### config.mk
export PLATFORM = sky130hd
export DESIGN_NAME = can_acceptance_filter_seq
export DESIGN_NICKNAME = d
export VERILOG_FILES = /design/src/rtl/can_acf_pkg.sv /design/src/rtl/can_acf_match.sv /design/src/rtl/can_acceptance_filter_seq.sv
export SDC_FILE = /design/constraint.sdc
export NUM_CORES = 1
export LEC_CHECK = 0
export BUFFER_PORTS_ARGS = -buffer_cell sky130_fd_sc_hd__buf_4
export CAP_MARGIN = 10
export CORE_AREA = 2 2 204 206
export CTS_CLUSTER_DIAMETER = 30
export DETAILED_ROUTE_END_ITERATION = 12
export DIE_AREA = 0 0 206 208
export GPL_TIMING_DRIVEN = 0
export PLACE_DENSITY = 0.52
export SYNTH_ARGS = -nofsm -noshare
export SYNTH_HDL_FRONTEND = slang
export SYNTH_SLANG_ARGS = --single-unit
### constraint.sdc
create_clock -name sys_clk -period 4.9 [get_ports sys_clk]
set_clock_uncertainty 0.05 [all_clocks]
set_input_delay 0.735 -clock sys_clk [delete_from_list [all_inputs] [get_ports sys_clk]]
set_output_delay 0.735 -clock sys_clk [all_outputs]
set_load 0.02 [all_outputs]
### src/rtl/can_acf_pkg.sv
// ----------------------------------------------------------------------------
// can_acf_pkg
// Shared definitions for the CAN acceptance filter:
//   - FSM state encodings (IDLE / SCAN / WRITE)
//   - bit positions of the fields inside the 32-bit ID word
//   - helpers to build an ID word and to evaluate one mask/ID pair
// ----------------------------------------------------------------------------
package can_acf_pkg;

    // FSM state encodings
    localparam logic [1:0] ST_IDLE  = 2'd0;
    localparam logic [1:0] ST_SCAN  = 2'd1;
    localparam logic [1:0] ST_WRITE = 2'd2;

    // ID word field layout (same layout in the message, AFMR and AFIR)
    localparam int ID_STD_MSB = 31;
    localparam int ID_STD_LSB = 21;
    localparam int SRR_BIT    = 20;
    localparam int IDE_BIT    = 19;
    localparam int ID_EXT_MSB = 18;
    localparam int ID_EXT_LSB = 1;
    localparam int RTR_BIT    = 0;

    // Assemble an ID word from its fields.
    function automatic logic [31:0] acf_make_idword(
        input logic [10:0] id_std,
        input logic        srr,
        input logic        ide,
        input logic [17:0] id_ext,
        input logic        rtr
    );
        logic [31:0] w;
        w                         = '0;
        w[ID_STD_MSB:ID_STD_LSB]  = id_std;
        w[SRR_BIT]                = srr;
        w[IDE_BIT]                = ide;
        w[ID_EXT_MSB:ID_EXT_LSB]  = id_ext;
        w[RTR_BIT]                = rtr;
        return w;
    endfunction

    // A filter matches when every bit selected by the mask agrees with the ID.
    function automatic logic acf_id_match(
        input logic [31:0] idword,
        input logic [31:0] mask,
        input logic [31:0] id
    );
        return ((idword ^ id) & mask) == 32'd0;
    endfunction

endpackage

### src/rtl/can_acf_match.sv
// ----------------------------------------------------------------------------
// can_acf_match
// Combinational compare of one received ID word against one mask/ID pair.
// Ports:
//   idword  in  32  ID word of the received message
//   mask    in  32  filter mask; 1 = bit is compared
//   id      in  32  filter ID
//   match   out 1   all compared bits agree
// ----------------------------------------------------------------------------
module can_acf_match
    import can_acf_pkg::*;
(
    input  logic [31:0] idword,
    input  logic [31:0] mask,
    input  logic [31:0] id,
    output logic        match
);

    assign match = acf_id_match(idword, mask, id);

endmodule

### src/rtl/can_acceptance_filter_seq.sv
// ----------------------------------------------------------------------------
// can_acceptance_filter_seq
// Acceptance filter between the CAN RX decoder and the RX FIFO. A captured
// message is compared against the mask/ID pairs one filter per cycle; the
// lowest enabled matching filter accepts it and the message is written to the
// FIFO. With filtering disabled (or no filter enabled) messages pass through.
// Ports:
//   sys_clk       in   1               clock
//   IP2Can_reset  in   1               synchronous active-high reset
//   filtering_en  in   1               global enable; 0 = accept all
//   afr_en        in   NUM_FILTERS     per-filter enable
//   afmr_flat     in   32*NUM_FILTERS  masks, filter i at [32*i+31:32*i]
//   afir_flat     in   32*NUM_FILTERS  IDs, same layout
//   rx_valid      in   1               message valid from decoder
//   rx_ready      out  1               block can capture a message
//   rx_message    in   MSG_W           received message
//   rxfifo_full   in   1               RX FIFO full
//   rxfifo_wr     out  1               one-cycle FIFO write strobe
//   rxfifo_ip     out  MSG_W           FIFO write data
//   ACFBSY        out  1               scan/write in progress
//   acf_hit       out  1               pulse: accepted by a filter
//   acf_hit_idx   out  HIDX_W          lowest matching filter, held
//   acf_reject    out  1               pulse: no enabled filter matched
//   acf_ovfl      out  1               pulse: accepted message dropped (FIFO full)
// ----------------------------------------------------------------------------
module can_acceptance_filter_seq
    import can_acf_pkg::*;
#(
    parameter  int NUM_FILTERS = 4,
    parameter  int MSG_W       = 128,
    parameter  int ID_LSB      = 96,
    localparam int HIDX_W      = (NUM_FILTERS > 1) ? $clog2(NUM_FILTERS) : 1
) (
    input  logic                      sys_clk,
    input  logic                      IP2Can_reset,
    input  logic                      filtering_en,
    input  logic [NUM_FILTERS-1:0]    afr_en,
    input  logic [32*NUM_FILTERS-1:0] afmr_flat,
    input  logic [32*NUM_FILTERS-1:0] afir_flat,
    input  logic                      rx_valid,
    output logic                      rx_ready,
    input  logic [MSG_W-1:0]          rx_message,
    input  logic                      rxfifo_full,
    output logic                      rxfifo_wr,
    output logic [MSG_W-1:0]          rxfifo_ip,
    output logic                      ACFBSY,
    output logic                      acf_hit,
    output logic [HIDX_W-1:0]         acf_hit_idx,
    output logic                      acf_reject,
    output logic                      acf_ovfl
);

    logic [1:0]             state;
    logic [HIDX_W-1:0]      idx;
    logic [HIDX_W-1:0]      hit_idx_q;
    logic [MSG_W-1:0]       msg_q;
    logic [NUM_FILTERS-1:0] afr_q;

    logic [31:0] sel_mask;
    logic [31:0] sel_id;
    logic        sel_en;
    logic        raw_match;
    logic        scan_match;
    logic        idx_last;

    // Select the filter under test. A plain loop mux stays in range for any
    // NUM_FILTERS, including non-powers of two.
    // NOTE: every variable assigned in always_comb gets a default first so no
    // path leaves it unassigned (which would infer a latch).
    always_comb begin
        sel_mask = '0;
        sel_id   = '0;
        sel_en   = 1'b0;
        for (int i = 0; i < NUM_FILTERS; i++) begin
            if (idx == HIDX_W'(i)) begin
                sel_mask = afmr_flat[32*i +: 32];
                sel_id   = afir_flat[32*i +: 32];
                sel_en   = afr_q[i];
            end
        end
    end

    can_acf_match u_match (
        .idword (msg_q[ID_LSB +: 32]),
        .mask   (sel_mask),
        .id     (sel_id),
        .match  (raw_match)
    );

    // A disabled filter still consumes its scan cycle but can never match.
    assign scan_match = (state == ST_SCAN) && sel_en && raw_match;
    assign idx_last   = (idx == HIDX_W'(NUM_FILTERS - 1));

    // NOTE: sequential state uses non-blocking assignments so every register
    // samples the pre-edge values, independent of statement order.
    always_ff @(posedge sys_clk) begin
        if (IP2Can_reset) begin
            state     <= ST_IDLE;
            idx       <= '0;
            hit_idx_q <= '0;
            afr_q     <= '0;
            // NOTE: the message register is reset too so rxfifo_ip reads 0
            // after reset rather than stale data.
            msg_q     <= '0;
        end else begin
            case (state)
                ST_IDLE: begin
                    if (rx_valid) begin
                        msg_q <= rx_message;
                        afr_q <= afr_en;
                        idx   <= '0;
                        // Filter settings are taken at capture; later changes
                        // only apply to the next message.
                        if (!filtering_en || (afr_en == '0))
                            state <= ST_WRITE;
                        else
                            state <= ST_SCAN;
                    end
                end
                ST_SCAN: begin
                    if (scan_match) begin
                        hit_idx_q <= idx;
                        state     <= ST_WRITE;
                    end else if (idx_last) begin
                        state <= ST_IDLE;
                    end else begin
                        idx <= idx + HIDX_W'(1);
                    end
                end
                ST_WRITE: begin
                    // The bus cannot be stalled: write or drop, then move on.
                    state <= ST_IDLE;
                end
                default: begin
                    state <= ST_IDLE;
                end
            endcase
        end
    end

    assign rx_ready    = (state == ST_IDLE);
    assign ACFBSY      = (state != ST_IDLE);
    assign acf_hit     = scan_match;
    assign acf_reject  = (state == ST_SCAN) && !scan_match && idx_last;
    assign rxfifo_wr   = (state == ST_WRITE) && !rxfifo_full;
    assign acf_ovfl    = (state == ST_WRITE) && rxfifo_full;
    assign rxfifo_ip   = msg_q;
    // The new index is visible in the same cycle as the hit pulse, then held.
    assign acf_hit_idx = scan_match ? idx : hit_idx_q;

endmodule

==> flow_summary.ini, run 1 <==
[timing]
setup-violations-final = 0
slew-limit-headroom = 0.436
fmaxAchievable_mhz = 210
slew_violations = 0
hold_violations = 0
worstMarginPinSlew_ns = 0.846
fin_ws_ns = 0.132
rsz0062_at_grt = false
whs_ns = 0.405
period_share = 0.973
fin_crit_ns = 4.77

[worst_setup_path]
r2r_end = idx[0]$_SDFFE_PP0P_
arrival_ns = 3.98
cp_top_family = simple AND/OR/NAND/NOR gates
path_cells = inv_2 > ha_4 > nor2b_4 > buf_6 > a221o_1 > a22oi_2 > a21oi_1 > or4_4 > or4b_4 > nand4bb_4 > buf_8 > mux2_1 > buf_4
crit_buf_inv = 4
worstSetupPathType = reg2out
cp.required_ns = 4.12
cp_max_fo = 10
reg2reg_depth = 13
crit_slowest_cell = or4b_4
regToRegStartpoint = idx[0]$_SDFFE_PP0P_
cp-end-kind = primary output
r2r_slack_ns = 1.10
critPathLaunchType = flop
max_stage_delay_ns = 0.59

[logic_synthesis]
yosys_register_bits = 138
synth-xor-area-share = 0.00606
synth_compound_area_frac = 0.305
netlist_top_cells_area = dfxtp_1, nand2_1, a21oi_1, a221oi_1, clkbuf_1
syn_inst = 970
synth_fa_ha_area_frac = 0.00693
synth.most_common_cell = nand2_1
yosysUniqueCellTypes = 63
syn_area_um2 = 7220
syn_nets = 1367
synth_top_family_by_area = compound AO/OA/AOI/OAI gates
synthMuxAreaShare = 0.00727
synth_top_area_frac = 0.382
yosysWarnings = 0
syn_area_per_cell_um2 = 7.45
synthFlopType = dfxtp_1
async_reset_ff_frac = 0
synth_top_area_cell = dfxtp_1
synthSimpleGateAreaFrac = 0.233
synth-edff-count = 0
synthTopCellsByCount = nand2_1, a21oi_1, dfxtp_1
seq_area_frac_synth = 0.382

[cts]
cts_buffers = 17
clk_pin_slew_ns = 0.07
clk_latency_ns = 0.45
ctsHtreeMaxLevel = 4
clk_path_buf_depth = 2
cts_tree = built
clock_sink_count = 138
clock-root-buffer = clkbuf_16

[detailed_routing]
topRoutingLayerUsed = met4
drcViolationCount = 0
routed_wl_mm = 44.2
vias = 9711
drt_iter0_drc = 607
antenna_left = 0
drt-vias-per-instance = 4.68
wl_met1_mm = 16.6
first_pass_iters = 5
route.met3.wl_mm = 3.88
met2_length_mm = 22.3
avgRoutedWirePerCell_um = 21.3

[finish]
finalNonFillerCells = 2077
utilization = 0.320
drive_above_1_share = 0.432
syn2layout_area_growth_pct = 79.4
nets = 1927

[job]
cap_violations = 0

[floorplanning]
ios = 529
start_util = 0.178
die_y_um = 208
die_width_um = 206
rows = 74
core_area_um2 = 40600
die_area_um2 = 42800

[global_route]
grt.overflow.total = 0
grt_max_degree = 17
grt_pass1_vias = 9567
grt_pass1_wl_mm = 61.6
grt.total_usage = 0.196
antenna_found_initial = 2

[min_path]
min_to = rxfifo_ip[79]$_SDFFE_PP0P_
min_path_cells = 2
hold_path.class = reg2reg
hp-start = rxfifo_ip[79]$_SDFFE_PP0P_

[placement]
port_buffers = 528
placed_cells = 2030
dp_slack_ns = -0.759
place.gp.congestion = 0.917
dp_hpwl_mm = 35.7

[power_and_ir_drop]
vdd_drop_max_mv = 0.300
p_leak_nw = 5.70
power.total_mw = 3.66
p_per_area_nw_per_um2 = 283

[run_status]
status = completed
[cells in the final DEF (no fill, tap or decap), types with 4 or more instances in the layout]
cell type	n
buf_2	10
buf_4	552
nand3_1	10
buf_6	11
o22ai_2	4
a221oi_1	29
o22ai_1	15
a21oi_1	148
clkbuf_1	45
inv_1	5
nand3b_1	6
and3b_1	5
clkbuf_4	4
o31ai_1	4
a221oi_2	10
a22oi_1	8
o21ai_0	22
nor2_1	22
o21ai_2	4
o21a_1	16
nor3_1	11
dfxtp_1	136
nand2_1	287
inv_6	4
or3_1	6
o22a_1	9
o21ai_1	12
nor3b_1	4
a221o_1	17
clkbuf_16	17
nand2b_1	7
nand4_1	5
[worst max path at each step]
| stage | from | end | slack [ns] | depth (start not counted) |
|---|---|---|---|---|
| 6_report | idx[0]$_SDFFE_PP0P_ | acf_hit_idx[0] | 0.13 | 13 |
| 2_1_floorplan | idx[0]$_SDFFE_PP0P_ | acf_hit_idx[0] | 0.75 | 13 |
| 3_5_place_dp | idx[0]$_SDFFE_PP0P_ | acf_hit | -0.76 | 15 |
| 4_1_cts | idx[0]$_SDFFE_PP0P_ | acf_hit_idx[1] | 0.004 | 12 |
| 5_1_grt | idx[0]$_SDFFE_PP0P_ | acf_hit | 0.003 | 18 |
| 3_3_place_gp | idx[0]$_SDFFE_PP0P_ | acf_hit | -0.72 | 15 |
[flip-flops by register name, indices dropped and copies added, names as in the netlist]
register and count:
rxfifo_ip 128, afr_q 4, hit_idx_q 2, idx 2, state 2
[tightest hold or removal path, delay by kind of cell, from the launching register on]
kind,cells,cell delay [ns]
AOI/OAI and AO/OA,1,0.05
and+or+nand+nor,1,0.05
DFF,1,0.31
[kinds of logic after synthesis]
family | count (synthesis)
and+or+nand+nor | 387
adders and majority gates | 4
xor gates and xnor gates | 5
muxes | 5
DFF | 138
buffers and inverters | 92
AOI/OAI and AO/OA | 339
[repair_timing]
action	in CTS	in global routing
pin swaps	15	6
resized for setup	87	31
hold buffers	0	0
endpoints found under the setup margin	6	4
setup buffers	15	0
[metrics by stage]
stage               instance area (um2)  TNS (ns)
CTS                               12900         0
global placement                  11900     -2.30
detailed placement                11900     -2.52
finish                            13000         0
floorplan                          7220         0
global route                      13000         0
[power by group]
group | switching (mW) | internal (mW) | leakage (nW) | total, mW
Sequential | 0.0616 | 1.20 | 1.14 | 1.26
Combinational | 0.580 | 0.537 | 4.29 | 1.12
Clock | 0.580 | 0.706 | 0.272 | 1.29
[routing by layer]
layer,global-route usage,vias up
met3,0.0526,55
met1,0.213,4560
li1,-,4612
met2,0.355,484
met4,0.0820,0
met5,0,-
[cell type report]
type,instances,area [um2]
Inverter,8,30.0
Clock buffer,17,425
Clock inverter,15,140
Fill cell,4376,27600
Multi-Input combinational cell,740,4370
Antenna cell,2,5.00
Timing Repair Buffer,543,4080
Buffer,82,469
Tap cell,532,666
Sequential cell,138,2770
(Power assumes the default switching activity.)
==> run 2: changes to the inputs <==
--- a/config.mk
+++ b/config.mk
@@ -16,3 +16,4 @@
 export SYNTH_ARGS = -nofsm -noshare
 export SYNTH_HDL_FRONTEND = slang
 export SYNTH_SLANG_ARGS = --single-unit
+export TNS_END_PERCENT = 5
==> constraint.sdc (replaced) <==
create_clock -name sys_clk -period 5.31 [get_ports sys_clk]
set_clock_uncertainty 0.05 [all_clocks]
set_input_delay 0.7965 -clock sys_clk [delete_from_list [all_inputs] [get_ports sys_clk]]
set_output_delay 0.7965 -clock sys_clk [all_outputs]
set_load 0.02 [all_outputs]
==> flow_summary.ini, run 2 (synthesized netlist as in run 1, its figures left out) <==
[run_status]
status = completed

[floorplanning]
rows = 74
start_util = 0.178
core_area_um2 = 40600
die_y_um = 208
die_area_um2 = 42800
ios = 529
die_width_um = 206

[finish]
nets = 1914
largest_reg_flops = 128
layout_common_cells = buf_4, nand2_1, a21oi_1, dfxtp_1, clkbuf_1
final_common_cell = buf_4
syn2layout_area_growth_pct = 74.2
utilization = 0.310
drive_above_1_share = 0.408

[detailed_routing]
routed_wl_mm = 43.7
route.met3.wl_mm = 3.76
avgRoutedWirePerCell_um = 21.2
topRoutingLayerUsed = met4
drt_iter0_drc = 620
drt-vias-per-instance = 4.65
antenna_left = 0
first_pass_iters = 7
met2_length_mm = 22.1
vias = 9603
drcViolationCount = 0
wl_met1_mm = 16.6

[cts]
clk_path_buf_depth = 2
clock-root-buffer = clkbuf_16
cts_buffers = 17
hold_buffers = 0
clk_pin_slew_ns = 0.07
clock_sink_count = 138
clk_latency_ns = 0.45
cts_tree = built
ctsHtreeMaxLevel = 4

[global_route]
grt_max_degree = 20
antenna_found_initial = 3
grt_pass1_wl_mm = 61.0
grt.total_usage = 0.194
grt.overflow.total = 0
grt_pass1_vias = 9414

[power_and_ir_drop]
p_int_mw = 2.22
p_switching_mw = 1.11
vdd_drop_max_mv = 0.277
p_per_area_nw_per_um2 = 265
seq_power_share = 0.349
p_leak_nw = 5.56
clockPowerShare = 0.356
pwr-share-comb = 0.294
sw_frac_of_total = 0.332

[min_path]
hold_path.class = reg2reg
min_path_cells = 2

[placement]
port_buffers = 528
dp_hpwl_mm = 35.7
place.gp.congestion = 0.917

[worst_setup_path]
cp_max_fo = 10
path_cells = ha_1 > buf_4 > inv_2 > buf_4 > buf_4 > buf_6 > buf_4 > o22ai_1 > nor3_1 > o221ai_1 > nand4_1 > or4_4 > or4_4 > inv_1 > buf_4
cp.required_ns = 4.46
critPathLaunchType = flop
reg2reg_depth = 14
cpMostUsedCell = buf_4
arrival_ns = 4.28
max_stage_delay_ns = 0.59
cp-end-kind = primary output
crit_slowest_cell = or4_4
worstSetupPathType = reg2out

[timing]
worstMarginPinSlew_ns = 0.861
slew_violations = 0
fmaxAchievable_mhz = 195
tns_ns = 0
slew-limit-headroom = 0.426
fin_crit_ns = 5.13
hold_violations = 0
period_share = 0.966
setup-violations-final = 0

[job]
cap_violations = 0
run 2: cell types whose count changed in the layout (fill, tap and decap cells not counted), sizes merged:
cell    delta
diode      +1
clkbuf     +3
buf       -16
run 2: critical path: cells and delay by family, from the launching register on:
family                   cells  cell delay (ns)
buffers and inverters        8             1.18
adder cells (fa/ha/maj)      1             0.20
flip-flops                   1             0.38
AND/OR/NAND/NOR              4             1.40
AO/OA/AOI/OAI                2             0.65
run 2: final cells by class:
type	count	area, um2
Clock buffer	17	425
Antenna cell	3	7.51
Multi-Input combinational cell	740	4160
Buffer	82	413
Fill cell	4393	28000
Clock inverter	15	140
Tap cell	532	666
Inverter	8	30.0
Timing Repair Buffer	530	3980
Sequential cell	138	2770
run 2: worst paths after layout:
| check | startpoint | endpoint | slack, ns |
|---|---|---|---|
| setup / recovery | idx[0]$_SDFFE_PP0P_ | acf_hit | 0.18 |
| hold / removal | rxfifo_ip[79]$_SDFFE_PP0P_ | rxfifo_ip[79]$_SDFFE_PP0P_ | 0.41 |
| setup reg to reg | idx[0]$_SDFFE_PP0P_ | idx[0]$_SDFFE_PP0P_ | 1.30 |
| hold reg to reg | rxfifo_ip[79]$_SDFFE_PP0P_ | rxfifo_ip[79]$_SDFFE_PP0P_ | 0.41 |
run 2: timing repair:
item / CTS / global route
pin swaps: 1 / 4
setup buffers: 0 / 2
setup endpoints to repair: 4 / 4
resized for setup: 29 / 15
hold endpoints to repair: 0 / 0
run 2: power groups by stage:
stage / logic [mW] / registers, mW / clock network (mW)
after floorplan: 0.364 / 1.25 / 0
after global placement: 0.958 / 1.18 / 0
after detailed placement: 0.962 / 1.19 / 0
after CTS: 0.985 / 1.16 / 1.23
after global routing: 1.06 / 1.17 / 1.26
final: 0.980 / 1.16 / 1.19
run 2: per-stage QoR:
stage                     cell area [um2]  setup slack (ns)  instances  hold slack [ns]  total power [mW]
after global placement              11900            -0.368       2030            0.392              2.14
after global routing                12600         -0.000845       2065            0.418              3.49
after detailed placement            11900            -0.411       2030            0.397              2.15
after CTS                           12500            0.0146       2061            0.405              3.37
after floorplan                      7220              1.10        970            0.383              1.61
final                               12600             0.179       2065            0.405              3.33
run 2: per-layer routing:
| layer | GRT usage | vias up |
|---|---|---|
| met5 | 0 | - |
| met4 | 0.0768 | 0 |
| met3 | 0.0498 | 45 |
| met2 | 0.351 | 489 |
| met1 | 0.214 | 4476 |
| li1 | - | 4593 |
